### src/rtl/pipe_pkg.sv
// Shared EXE-stage types: ALU op encodings, datapath widths and the ID/EXE register bundle.
package pipe_pkg;

  localparam int REG_W  = 5;
  localparam int DATA_W = 32;
  localparam logic [REG_W-1:0] LINK_REG_DFLT = 5'd31;

  // Only aluc[2:0] selects the op, except that SLL/SRL/SRA also use bit 3.
  localparam logic [3:0] ALU_ADD = 4'b0000;
  localparam logic [3:0] ALU_SUB = 4'b0100;
  localparam logic [3:0] ALU_AND = 4'b0001;
  localparam logic [3:0] ALU_OR  = 4'b0101;
  localparam logic [3:0] ALU_XOR = 4'b0010;
  localparam logic [3:0] ALU_LUI = 4'b0110;
  localparam logic [3:0] ALU_SLL = 4'b0011;
  localparam logic [3:0] ALU_SRL = 4'b0111;
  localparam logic [3:0] ALU_SRA = 4'b1111;

  typedef struct packed {
    logic              valid;
    logic              wreg;
    logic              m2reg;
    logic              wmem;
    logic [3:0]        aluc;
    logic              aluimm;
    logic              shift;
    logic              jal;
    logic [DATA_W-1:0] a;
    logic [DATA_W-1:0] b;
    logic [DATA_W-1:0] imm;
    logic [REG_W-1:0]  rn;
    logic [DATA_W-1:0] pc4;
  } exe_reg_t;

endpackage

### src/rtl/pipe_alu.sv
// Combinational EXE ALU; zero latency. No flow control.
module pipe_alu
  import pipe_pkg::*;
(
  input  logic [DATA_W-1:0] a,
  input  logic [DATA_W-1:0] b,
  input  logic [3:0]        aluc,
  output logic [DATA_W-1:0] r
);

  logic [DATA_W-1:0] sra_r;

  // Kept as its own assignment so the shift stays arithmetic.
  assign sra_r = $signed(b) >>> a[4:0];

  always_comb begin
    r = a + b;
    case (aluc[2:0])
      ALU_SUB[2:0]: r = a - b;
      ALU_AND[2:0]: r = a & b;
      ALU_OR[2:0]:  r = a | b;
      ALU_XOR[2:0]: r = a ^ b;
      ALU_LUI[2:0]: r = {b[15:0], 16'h0000};
      ALU_SLL[2:0]: if (!aluc[3]) r = b << a[4:0];
      ALU_SRL[2:0]: r = aluc[3] ? sra_r : (b >> a[4:0]);
      default:      r = a + b;
    endcase
  end

endmodule

### src/rtl/pipe_exe_stage.sv
// ID/EXE register + ALU; 1-cycle capture, ealu combinational from the register. estall freezes all
// state, wpcir=0 inserts a bubble. Optional PIPE_PERF_CNT_EN adds load/bubble counters.
module pipe_exe_stage
  import pipe_pkg::*;
#(
  parameter logic [REG_W-1:0]  LINK_REG = LINK_REG_DFLT,
  parameter logic [DATA_W-1:0] LINK_OFS = 32'd4
) (
  input  logic              clock,
  input  logic              reset,
  input  logic              dwreg,
  input  logic              dm2reg,
  input  logic              dwmem,
  input  logic              daluimm,
  input  logic              dshift,
  input  logic              djal,
  input  logic [3:0]        daluc,
  input  logic [DATA_W-1:0] da,
  input  logic [DATA_W-1:0] db,
  input  logic [DATA_W-1:0] dimm,
  input  logic [DATA_W-1:0] dpc4,
  input  logic [REG_W-1:0]  drn,
  input  logic              wpcir,
  input  logic              estall,
  output logic              ewreg,
  output logic              em2reg,
  output logic              ewmem,
  output logic [REG_W-1:0]  ern,
  output logic [DATA_W-1:0] ealu,
  output logic [DATA_W-1:0] eb,
  output logic              evalid,
  output logic [DATA_W-1:0] perf_insn,
  output logic [DATA_W-1:0] perf_bubble
);

  exe_reg_t          r;
  logic [DATA_W-1:0] alu_a;
  logic [DATA_W-1:0] alu_b;
  logic [DATA_W-1:0] alu_r;

  // Data fields load even on a bubble; only the control bits are squashed.
  always_ff @(posedge clock) begin
    if (reset) begin
      r <= '0;
    end else if (!estall) begin
      r.valid  <= wpcir;
      r.wreg   <= dwreg  & wpcir;
      r.m2reg  <= dm2reg & wpcir;
      r.wmem   <= dwmem  & wpcir;
      r.jal    <= djal   & wpcir;
      r.aluc   <= daluc;
      r.aluimm <= daluimm;
      r.shift  <= dshift;
      r.a      <= da;
      r.b      <= db;
      r.imm    <= dimm;
      r.rn     <= drn;
      r.pc4    <= dpc4;
    end
  end

  assign alu_a = r.shift  ? {27'b0, r.imm[10:6]} : r.a;
  assign alu_b = r.aluimm ? r.imm : r.b;

  pipe_alu u_alu (
    .a    (alu_a),
    .b    (alu_b),
    .aluc (r.aluc),
    .r    (alu_r)
  );

  assign ewreg  = r.wreg  & r.valid;
  assign ewmem  = r.wmem  & r.valid;
  assign em2reg = r.m2reg & r.valid;
  assign evalid = r.valid;
  assign ern    = r.jal ? LINK_REG : r.rn;
  assign eb     = r.b;
  assign ealu   = r.jal ? (r.pc4 + LINK_OFS) : alu_r;

`ifdef PIPE_PERF_CNT_EN
  logic [DATA_W-1:0] insn_cnt;
  logic [DATA_W-1:0] bubble_cnt;

  always_ff @(posedge clock) begin
    if (reset) begin
      insn_cnt   <= '0;
      bubble_cnt <= '0;
    end else if (!estall) begin
      if (wpcir) insn_cnt   <= insn_cnt + 32'd1;
      else       bubble_cnt <= bubble_cnt + 32'd1;
    end
  end

  assign perf_insn   = insn_cnt;
  assign perf_bubble = bubble_cnt;
`else
  assign perf_insn   = '0;
  assign perf_bubble = '0;
`endif

endmodule

### config.mk
export PLATFORM = sky130hd
export DESIGN_NAME = pipe_exe_stage
export DESIGN_NICKNAME = d
export VERILOG_FILES = /design/src/rtl/pipe_pkg.sv /design/src/rtl/pipe_alu.sv /design/src/rtl/pipe_exe_stage.sv
export SDC_FILE = /design/constraint.sdc
export NUM_CORES = 1
export LEC_CHECK = 0
export ABC_AREA = 1
export CAP_MARGIN = 20
export CORE_MARGIN = 1
export CORE_UTILIZATION = 25
export DETAILED_ROUTE_END_ITERATION = 16
export PLACE_DENSITY_LB_ADDON = 0.2
export SYNTH_ARGS = -nofsm -noshare
export SYNTH_HDL_FRONTEND = slang
export SYNTH_HIERARCHICAL = 1
export SYNTH_SLANG_ARGS = --single-unit
### constraint.sdc
create_clock -name clock -period 3.7 [get_ports clock]
set_clock_uncertainty 0.1 [all_clocks]
set_input_delay 0.37 -clock clock [delete_from_list [all_inputs] [get_ports clock]]
set_output_delay 0.37 -clock clock [all_outputs]
set_load 0.03 [all_outputs]
==> results_dict.tcl, run 1 <==
set metrics [dict create \
    ant_nets 0 \
    netlist_instances 3298 \
    drt-vias-per-instance 4.87 \
    end_kind "output port" \
    arrival_ps 3600 \
    period_share 1.10 \
    cts_made_buffers 17 \
    max_stage_delay_ps 400 \
    routed_wl_mm 96.3 \
    violations "negative setup slack" \
    holdPathEnd "r[59]" \
    nNetsFinal 4033 \
    first_iter_violations 2205 \
    power_mw 8.27 \
    slew_headroom 0.451 \
    worst_pin_slew_ps 823 \
    cp_slowest_cell "dfxtp_4" \
    vias 23100 \
    status "complete, but fails checks" \
    core-area_mm2 0.0714 \
    cp_max_fo 17 \
    yosys.area_share.adder 0.0690 \
    r2r_setup_slack_ps 2590 \
    place_congestion 1.00 \
    grt_pass1_wl_mm 141 \
    cts.path.max_buffers 2 \
    synth_largest_area_cell "nand2_1" \
    reg2reg_depth 3 \
    netlist_top_cells_count "nand2_1 (1099), inv_1 (408), nand3_1 (376)" \
    clk_latency_ps 490 \
    num_rows 98 \
    fp.dieH_um 270 \
    min-delay-start "estall" \
    ctsRootBufferMaster "clkbuf_16" \
    synth_seq_cells 144 \
    grt_overflow 0 \
    rsz0062_at_grt "true" \
    post-route-util 0.361 \
    synth_compound_area_frac 0.153 \
    async_flop_share 0 \
    stdcell_area_mm2 0.0258 \
    drv_slew 0 \
    power.leakage_nw 12.3 \
    synth_area_leaders "nand2_1 (23%), dfxtp_1 (16%), nand3_1 (10%)" \
    finalCriticalPeriod_ps 4070 \
    ios 284 \
    critical_path.top_delay_family "simple AND/OR/NAND/NOR gates" \
    synthMuxAreaShare 0.000556 \
    cp.required_ps 3230 \
    die_x_um 270 \
    grt_pass1_vias 22200 \
    r2r_start "r[133]" \
    drive_above_1_share 0.223 \
    ys_seq_area_frac 0.160 \
    finalHoldViolations 0 \
    hp-class "in -> reg" \
    avgRoutedWirePerCell_um 20.3 \
    firstDrtPassIters 8 \
    p_per_area_mw_per_mm2 321 \
    grtUsageTotal 0.259 \
    synth_xor_xnor_area_share 0.00876 \
    drc 0 \
    synth_top_family_by_area "simple AND/OR/NAND/NOR gates" \
    synth_edf_count 0 \
    preCtsSetupSlack_ps -569 \
    setup_viol 32 \
    clk_pin_slew_ps 80 \
    layout_setup_ws_ps -365 \
    antenna_found_initial 2 \
    tritoncts "done" \
    ys.warnings.count 6 \
    grt_max_degree 114 \
    port-buffer-count 219 \
    dp_hpwl_mm 78.2 \
    cts_num_sinks 144 \
    ctsHtreeMaxLevel 4 \
    synth_top_cell_area_share 0.229 \
    crit_top_cell "nand2_1" \
    critPathLaunchType "register" \
    dpl-instance-area_mm2 0.0235 \
    irDropWorstVdd_mv 0.373 \
    worst_hold_path.num_cells 3 \
    synth_area_per_cell_um2 5.46 \
    netlist_area_mm2 0.0180 \
    crit_path_cell_trace "buf_12 -> nand2_1 -> o21ai_1 -> buf_4 -> inv_2 -> ha_4 -> buf_4 -> buf_4 -> nor2_1 -> nand2_1 -> inv_1 -> nand2_1 -> inv_1 -> nand3_1 -> nand3_1 -> nand2_1 -> nand3_1 -> nand2_1 -> nor2_1 -> nand2_2 -> nand2_2 -> nand2_1 -> buf_4" \
    crit_buf_inv 8 \
    initial_core_util 0.252 \
    reg2reg_to "r[133]" \
    synth.distinct_cells 56 \
    die_area_mm2 0.0731 \
    clock.fmax_mhz 246 \
    ys.flop_type "dfxtp_1" \
    synth_simple_gate_area_frac 0.438 \
    area_delta_synth_final_pct 43.3 \
    cap_viol_max_count 0 \
    worstSetupPathType "reg -> out" \
    synth.most_common_cell "nand2_1" \
]
## logic make-up (layout without fill, tap and decap cells)
logic type	count (synthesis)	in the layout
AOI/OAI and AO/OA	467	467
buffers and inverters	678	1117
muxes	1	1
and+or+nand+nor	1891	1891
adders and majority gates	98	98
xor gates and xnor gates	18	18
DFF	144	144
other	1	66
## power breakdown
part | switching [mW] | internal, mW | total, mW
clock network | 0.861 | 1.01 | 1.87
registers | 0.0691 | 1.65 | 1.72
logic | 2.87 | 1.81 | 4.68
## how the worst max path moves through the flow
| stage | from | cells after the start | slack (ps) | to |
|---|---|---|---|---|
| detailed placement | r[135] | 18 | -570 | ealu[26] |
| floorplan | r[134] | 18 | 50 | ealu[5] |
| finish | r[135] | 23 | -370 | ealu[23] |
| global route | r[135] | 23 | -550 | ealu[15] |
| global placement | r[135] | 17 | -600 | ealu[26] |
| CTS | r[135] | 23 | -500 | ealu[15] |
## stage by stage
stage / TNS [ps] / hold slack, ps / std cells
2_1_floorplan: 0 / 330 / 3361
3_3_place_gp: -3200 / 350 / 4697
3_5_place_dp: -3370 / 355 / 4697
4_1_cts: -12210 / 142 / 4740
5_1_grt: -12500 / 180 / 4752
6_report: -6920 / 183 / 4752
## per-layer routing
metal	up-vias	routed length (um)	GRT usage
met5	-	0	0
met4	0	4190	0.117
met3	162	6240	0.0357
met2	838	42400	0.410
met1	10800	43400	0.346
li1	11400	-	-
## registers in the layout (all words and copies together), names as in the netlist
signal and count:
r 111, evalid 1, eb 32
## cells in the final DEF, fill, tap and decap left out, drive strengths merged, types with 3 or more instances in the layout
cell type,n
or2,10
inv,423
clkdlybuf4s50,185
o21ai,132
clkbuf,19
a21oi,174
a211oi,81
buf,480
a21boi,3
o211ai,10
o221ai,6
clkinv,7
o22ai,13
xor2,18
a31oi,4
nand2,1107
o21bai,11
dfxtp,144
conb,64
nand3,377
a221oi,8
and2,11
ha,96
o21a,8
nand4,27
nor2,338
nor3,16
o2111ai,6
a22oi,7
## timing repair
item                                    CTS  global route
buffers inserted                         11             9
hold buffers                              0             0
cloned                                    1             1
gates resized for setup                 221           180
endpoints found under the setup margin   32            32
pin swaps                                51            22
## tightest hold or removal path: cells and delay by family
family | cells | cell delay [ps]
compound gates | 1 | 50
simple gates | 1 | 90
buf+inv | 1 | 210
## cell type report
| cell class | instances | area [um2] |
|---|---|---|
| diodes | 2 | 5.00 |
| clock buffers | 17 | 425 |
| clock inverters | 14 | 171 |
| fillers | 8041 | 45600 |
| inverters | 419 | 1580 |
| multi-input cells | 2539 | 13600 |
| flip-flops and latches | 144 | 2890 |
| well taps | 950 | 1190 |
| repair buffers | 667 | 5940 |
No activity file was read; power rests on OpenSTA's default activity.
==> run 2: changes to the inputs <==
--- a/config.mk
+++ b/config.mk
@@ -7,10 +7,13 @@
 export LEC_CHECK = 0
 export ABC_AREA = 1
 export CAP_MARGIN = 20
+export CELL_PAD_IN_SITES_DETAIL_PLACEMENT = 0
+export CELL_PAD_IN_SITES_GLOBAL_PLACEMENT = 1
 export CORE_MARGIN = 1
 export CORE_UTILIZATION = 25
 export DETAILED_ROUTE_END_ITERATION = 16
 export PLACE_DENSITY_LB_ADDON = 0.2
+export SETUP_SLACK_MARGIN = 0.1
 export SYNTH_ARGS = -nofsm -noshare
 export SYNTH_HDL_FRONTEND = slang
 export SYNTH_HIERARCHICAL = 1
==> run 2 against run 1 <==
The flow still finishes with violations (negative setup slack). Via count decreased by 2.2%. Flip-flop and latch count unchanged. Maximum frequency fell by 1.2%. Clock power hardly changed. Sequential power hardly changed. Cell area is 2.4% lower.
==> results_dict.tcl, run 2 (synthesized netlist as in run 1, its figures left out) <==
set metrics [dict create \
    post-route-util 0.353 \
    first_iter_violations 1836 \
    cp_slowest_cell "dfxtp_4" \
    p_seq_frac 0.209 \
    grt_overflow 0 \
    cts.path.max_buffers 2 \
    critPathLaunchType "register" \
    clk_latency_ps 490 \
    clk_pin_slew_ps 80 \
    switching_share 0.470 \
    firstDrtPassIters 8 \
    port-buffer-count 219 \
    switchingPower_mw 3.86 \
    largest_register_ffs 111 \
    cap_viol_max_count 0 \
    drv_slew 0 \
    setup_viol 32 \
    grt_pass1_vias 21800 \
    cts_num_sinks 144 \
    drive_above_1_share 0.204 \
    crit_top_cell "nand2_1" \
    max_stage_delay_ps 470 \
    num_rows 98 \
    cp_max_fo 10 \
    cp.required_ps 3230 \
    crit_path_cell_trace "buf_12 -> nand2_1 -> o21ai_1 -> buf_4 -> inv_2 -> ha_4 -> buf_4 -> o21ai_0 -> a21oi_1 -> nand2_1 -> inv_1 -> nand3_1 -> nand2_1 -> nand3_1 -> nand2_1 -> nor2_1 -> nand2_1 -> nand2_1 -> nand2_1 -> buf_4" \
    ctsHtreeMaxLevel 4 \
    status "complete, but fails checks" \
    power_mw 8.21 \
    layout_common_cells "nand2_1 (1049), buf_4 (405), inv_1 (389)" \
    clockPowerShare 0.230 \
    layout_commonest_cell "nand2_1" \
    largest-register "r" \
    arrival_ps 3640 \
    ant_nets 0 \
    p_int_mw 4.35 \
    drc 0 \
    worst_pin_slew_ps 805 \
    avgRoutedWirePerCell_um 20.9 \
    hp-class "in -> reg" \
    core-area_mm2 0.0714 \
    routed_wl_mm 98.5 \
    end_kind "output port" \
    grtUsageTotal 0.262 \
    nNetsFinal 3996 \
    place_inst 4672 \
    antenna_found_initial 1 \
    power.leakage_nw 12.1 \
    slew_headroom 0.463 \
    violations "negative setup slack" \
    period_share 1.11 \
    vias 22600 \
    dp_hpwl_mm 79.2 \
    critical_path.top_delay_family "simple AND/OR/NAND/NOR gates" \
    grt_pass1_wl_mm 142 \
    cts_made_buffers 17 \
    combPwrFrac 0.561 \
    layout_setup_ws_ps -415 \
    die_area_mm2 0.0731 \
    fin_cells 4716 \
    rsz0062_at_grt "true" \
    fp.dieH_um 270 \
    place_congestion 0.981 \
    finalCriticalPeriod_ps 4110 \
    clock.fmax_mhz 243 \
    irDropWorstVdd_mv 0.249 \
    worstSetupPathType "reg -> out" \
    finalHoldViolations 0 \
    ios 284 \
    grt_max_degree 145 \
    tritoncts "done" \
    die_x_um 270 \
    area_delta_synth_final_pct 39.9 \
    drt-vias-per-instance 4.80 \
    crit_buf_inv 6 \
    p_per_area_mw_per_mm2 326 \
    ctsRootBufferMaster "clkbuf_16" \
    initial_core_util 0.252 \
]
-- run 2: cell types whose count changed in the layout (fill, tap and decap cells not counted), moves of 6 or more --
| cell | change |
|---|---|
| nand2_2 | -32 |
| nand3_1 | +7 |
| o21ai_1 | -6 |
| nand2_1 | +31 |
| buf_12 | -10 |
| buf_4 | -22 |
| o21ai_0 | +11 |
| nand3_2 | -6 |
-- run 2: path summary, 6_finish.rpt --
path,startpoint,endpoint,slack (ps),depth (start not counted)
worst max register to register,r[135],r[135],2610,3
worst min register to register,r[110],r[110],360,2
worst max-delay path,r[135],ealu[23],-410,20
worst min-delay path,estall,r[68],260,3
-- run 2: tightest hold or removal path: cells and delay by family --
kind | cells | cell delay, ps
and+or+nand+nor | 1 | 110
AOI/OAI and AO/OA | 1 | 50
buffers and inverters | 1 | 260
-- run 2: stage by stage --
step	worst slack [ps]	setup TNS, ps	hold slack, ps	cell area (um2)
finish	-415	-8680	256	25200
global route	-636	-14610	276	25200
CTS	-480	-9620	235	24500
detailed placement	-343	-3260	352	23300
global placement	-366	-2880	348	23300
floorplan	100	0	330	18200
-- run 2: layout make-up --
type,instances,area [um2]
clock inverters,15,193
repair buffers,630,5510
multi-input cells,2539,13400
fillers,8289,46200
diodes,2,5.00
flip-flops and latches,144,2890
well taps,950,1190
inverters,419,1580
clock buffers,17,425
-- run 2: power groups by stage --
stage               logic [mW]  clock network (mW)  registers, mW
floorplan                 2.27                   0           1.73
global placement          4.24                   0           1.75
detailed placement        4.22                   0           1.75
CTS                       4.41                1.95           1.71
global route              4.95                2.01           1.73
finish                    4.61                1.89           1.72
-- run 2: timing repair --
action	4_1_cts	5_1_grt
buffers inserted	1	4
hold buffers	0	0
setup endpoints to repair	32	32
gates resized for setup	160	158
pin swaps	6	8
gates cloned	0	5
-- run 2: metal layers --
layer,up-vias,share of wire,GRT usage
li1,11300,-,-
met1,10600,0.46,0.351
met2,605,0.46,0.426
met3,102,0.055,0.0443
met4,0,0.030,0.0782
met5,-,0,0
==> run 3: changes to the inputs <==
--- a/config.mk
+++ b/config.mk
@@ -12,7 +12,7 @@
 export CORE_MARGIN = 1
 export CORE_UTILIZATION = 25
 export DETAILED_ROUTE_END_ITERATION = 16
-export PLACE_DENSITY_LB_ADDON = 0.2
+export PLACE_DENSITY_LB_ADDON = 0.1
 export SETUP_SLACK_MARGIN = 0.1
 export SYNTH_ARGS = -nofsm -noshare
 export SYNTH_HDL_FRONTEND = slang
==> run 3 against run 2 <==
Setup slack better by 33 ps. Via count up 4.0%. The flow still finishes with violations (negative setup slack). Largest cell class unchanged. Sequential power about the same. Critical path depth unchanged. Final cell count up 1.9%.
==> results_dict.tcl, run 3 (synthesized netlist as in run 1, its figures left out) <==
set metrics [dict create \
    firstDrtPassIters 5 \
    cp.required_ps 3230 \
    hp-class "in -> reg" \
    p_int_mw 4.60 \
    initial_core_util 0.252 \
    arrival_ps 3610 \
    drt-vias-per-instance 4.90 \
    period_share 1.10 \
    switching_share 0.481 \
    drive_above_1_share 0.271 \
    largest_register_ffs 111 \
    grt_max_degree 119 \
    ant_nets 0 \
    grt_pass1_vias 22700 \
    first_iter_violations 1925 \
    worstSetupPathType "reg -> out" \
    finalCriticalPeriod_ps 4080 \
    layout_commonest_cell "nand2_1" \
    cap_viol_max_count 0 \
    area_delta_synth_final_pct 50.5 \
    core-area_mm2 0.0714 \
    combPwrFrac 0.586 \
    p_per_area_mw_per_mm2 327 \
    vias 23500 \
    setup_viol 32 \
    grtUsageTotal 0.290 \
    grt_overflow 0 \
    violations "negative setup slack" \
    nNetsFinal 4084 \
    crit_path_cell_trace "buf_12 -> clkbuf_16 -> nand2_1 -> o21ai_0 -> buf_4 -> inv_1 -> ha_4 -> inv_1 -> o21bai_1 -> a21oi_1 -> o21ai_1 -> a21oi_2 -> nand2_1 -> nand2_1 -> nand3_1 -> nand2_1 -> nand4_1 -> nand2_1 -> nand2_2 -> buf_6" \
    end_kind "output port" \
    fp.dieH_um 270 \
    dp_hpwl_mm 89.3 \
    cts_num_sinks 144 \
    clockPowerShare 0.220 \
    die_area_mm2 0.0731 \
    clk_latency_ps 500 \
    die_x_um 270 \
    ios 284 \
    largest-register "r" \
    cts.path.max_buffers 2 \
    power_mw 8.85 \
    irDropWorstVdd_mv 0.213 \
    crit_top_cell "nand2_1" \
    clk_pin_slew_ps 90 \
    layout_setup_ws_ps -382 \
    cts_hold_buf 0 \
    grt_pass1_wl_mm 155 \
    place_congestion 1.01 \
    cp_max_fo 7 \
    post-route-util 0.379 \
    worst_pin_slew_ps 1080 \
    port-buffer-count 219 \
    routed_wl_mm 110 \
    clock.fmax_mhz 245 \
    critPathLaunchType "register" \
    slew_headroom 0.274 \
    ctsRootBufferMaster "clkbuf_16" \
    antenna_found_initial 5 \
    hold_ws_ps 218 \
    max_stage_delay_ps 470 \
    rsz0062_at_grt "true" \
    ctsHtreeMaxLevel 4 \
    avgRoutedWirePerCell_um 22.8 \
    drv_slew 0 \
    num_rows 98 \
    status "complete, but fails checks" \
    cts_made_buffers 17 \
    finalHoldViolations 0 \
    switchingPower_mw 4.26 \
    p_seq_frac 0.194 \
    cp_slowest_cell "dfxtp_4" \
    layout_common_cells "nand2_1 (957), buf_4 (441), inv_1 (366)" \
    drc 0 \
    tritoncts "done" \
    power.leakage_nw 12.9 \
]
==> run 3: worst paths after layout <==
path               start  depth (start not counted)  slack, ps        to
setup reg to reg  r[133]                          3       2560    r[133]
hold / removal    estall                          3        220    r[140]
hold reg to reg    r[33]                          2        360     r[33]
setup / recovery  r[135]                         20       -380  ealu[31]
==> run 3: metal layers <==
layer / vias up / track usage / wire length [um]
met4: 0 / 0.0931 / 3630
met1: 11300 / 0.398 / 50900
li1: 11500 / - / -
met5: - / 0 / 0
met3: 123 / 0.0462 / 6150
met2: 689 / 0.462 / 49200
==> run 3: final cells by class <==
class / count / area, um2
Clock inverter: 15 / 181
Antenna cell: 5 / 12.5
Multi-Input combinational cell: 2539 / 14300
Inverter: 419 / 1580
Clock buffer: 17 / 425
Fill cell: 8031 / 44300
Sequential cell: 144 / 2890
Tap cell: 950 / 1190
Timing Repair Buffer: 718 / 6530
==> run 3: worst max-delay path, delay by kind of cell (launching register included) <==
family,cells,cell delay [ps]
simple gates,8,710
buf+inv,6,880
compound gates,5,780
fa+ha+maj,1,250
flops,1,470
==> run 3: repair_timing <==
item                                   in CTS  in global routing
cloned                                      0                  6
endpoints found under the hold margin       0                  0
pin swaps                                   8                 70
resized for setup                         215                423
setup endpoints to repair                  32                 32
buffers inserted                            1                 21
==> run 3: power by group through the flow <==
stage               Combinational, mW  Clock [mW]  Sequential [mW]
detailed placement               4.52           0             1.75
global placement                 4.54           0             1.75
global route                     5.52        2.07             1.73
CTS                              4.74        2.03             1.72
floorplan                        2.27           0             1.73
finish                           5.19        1.95             1.72
==> run 3: stage by stage <==
stage	TNS, ps	cells	instance area (um2)	setup slack [ps]
floorplan	0	3361	18200	100
global placement	-3500	4742	23900	-331
detailed placement	-3160	4742	23900	-308
CTS	-11290	4775	25300	-506
global route	-14440	4804	27100	-586
finish	-8300	4807	27100	-382
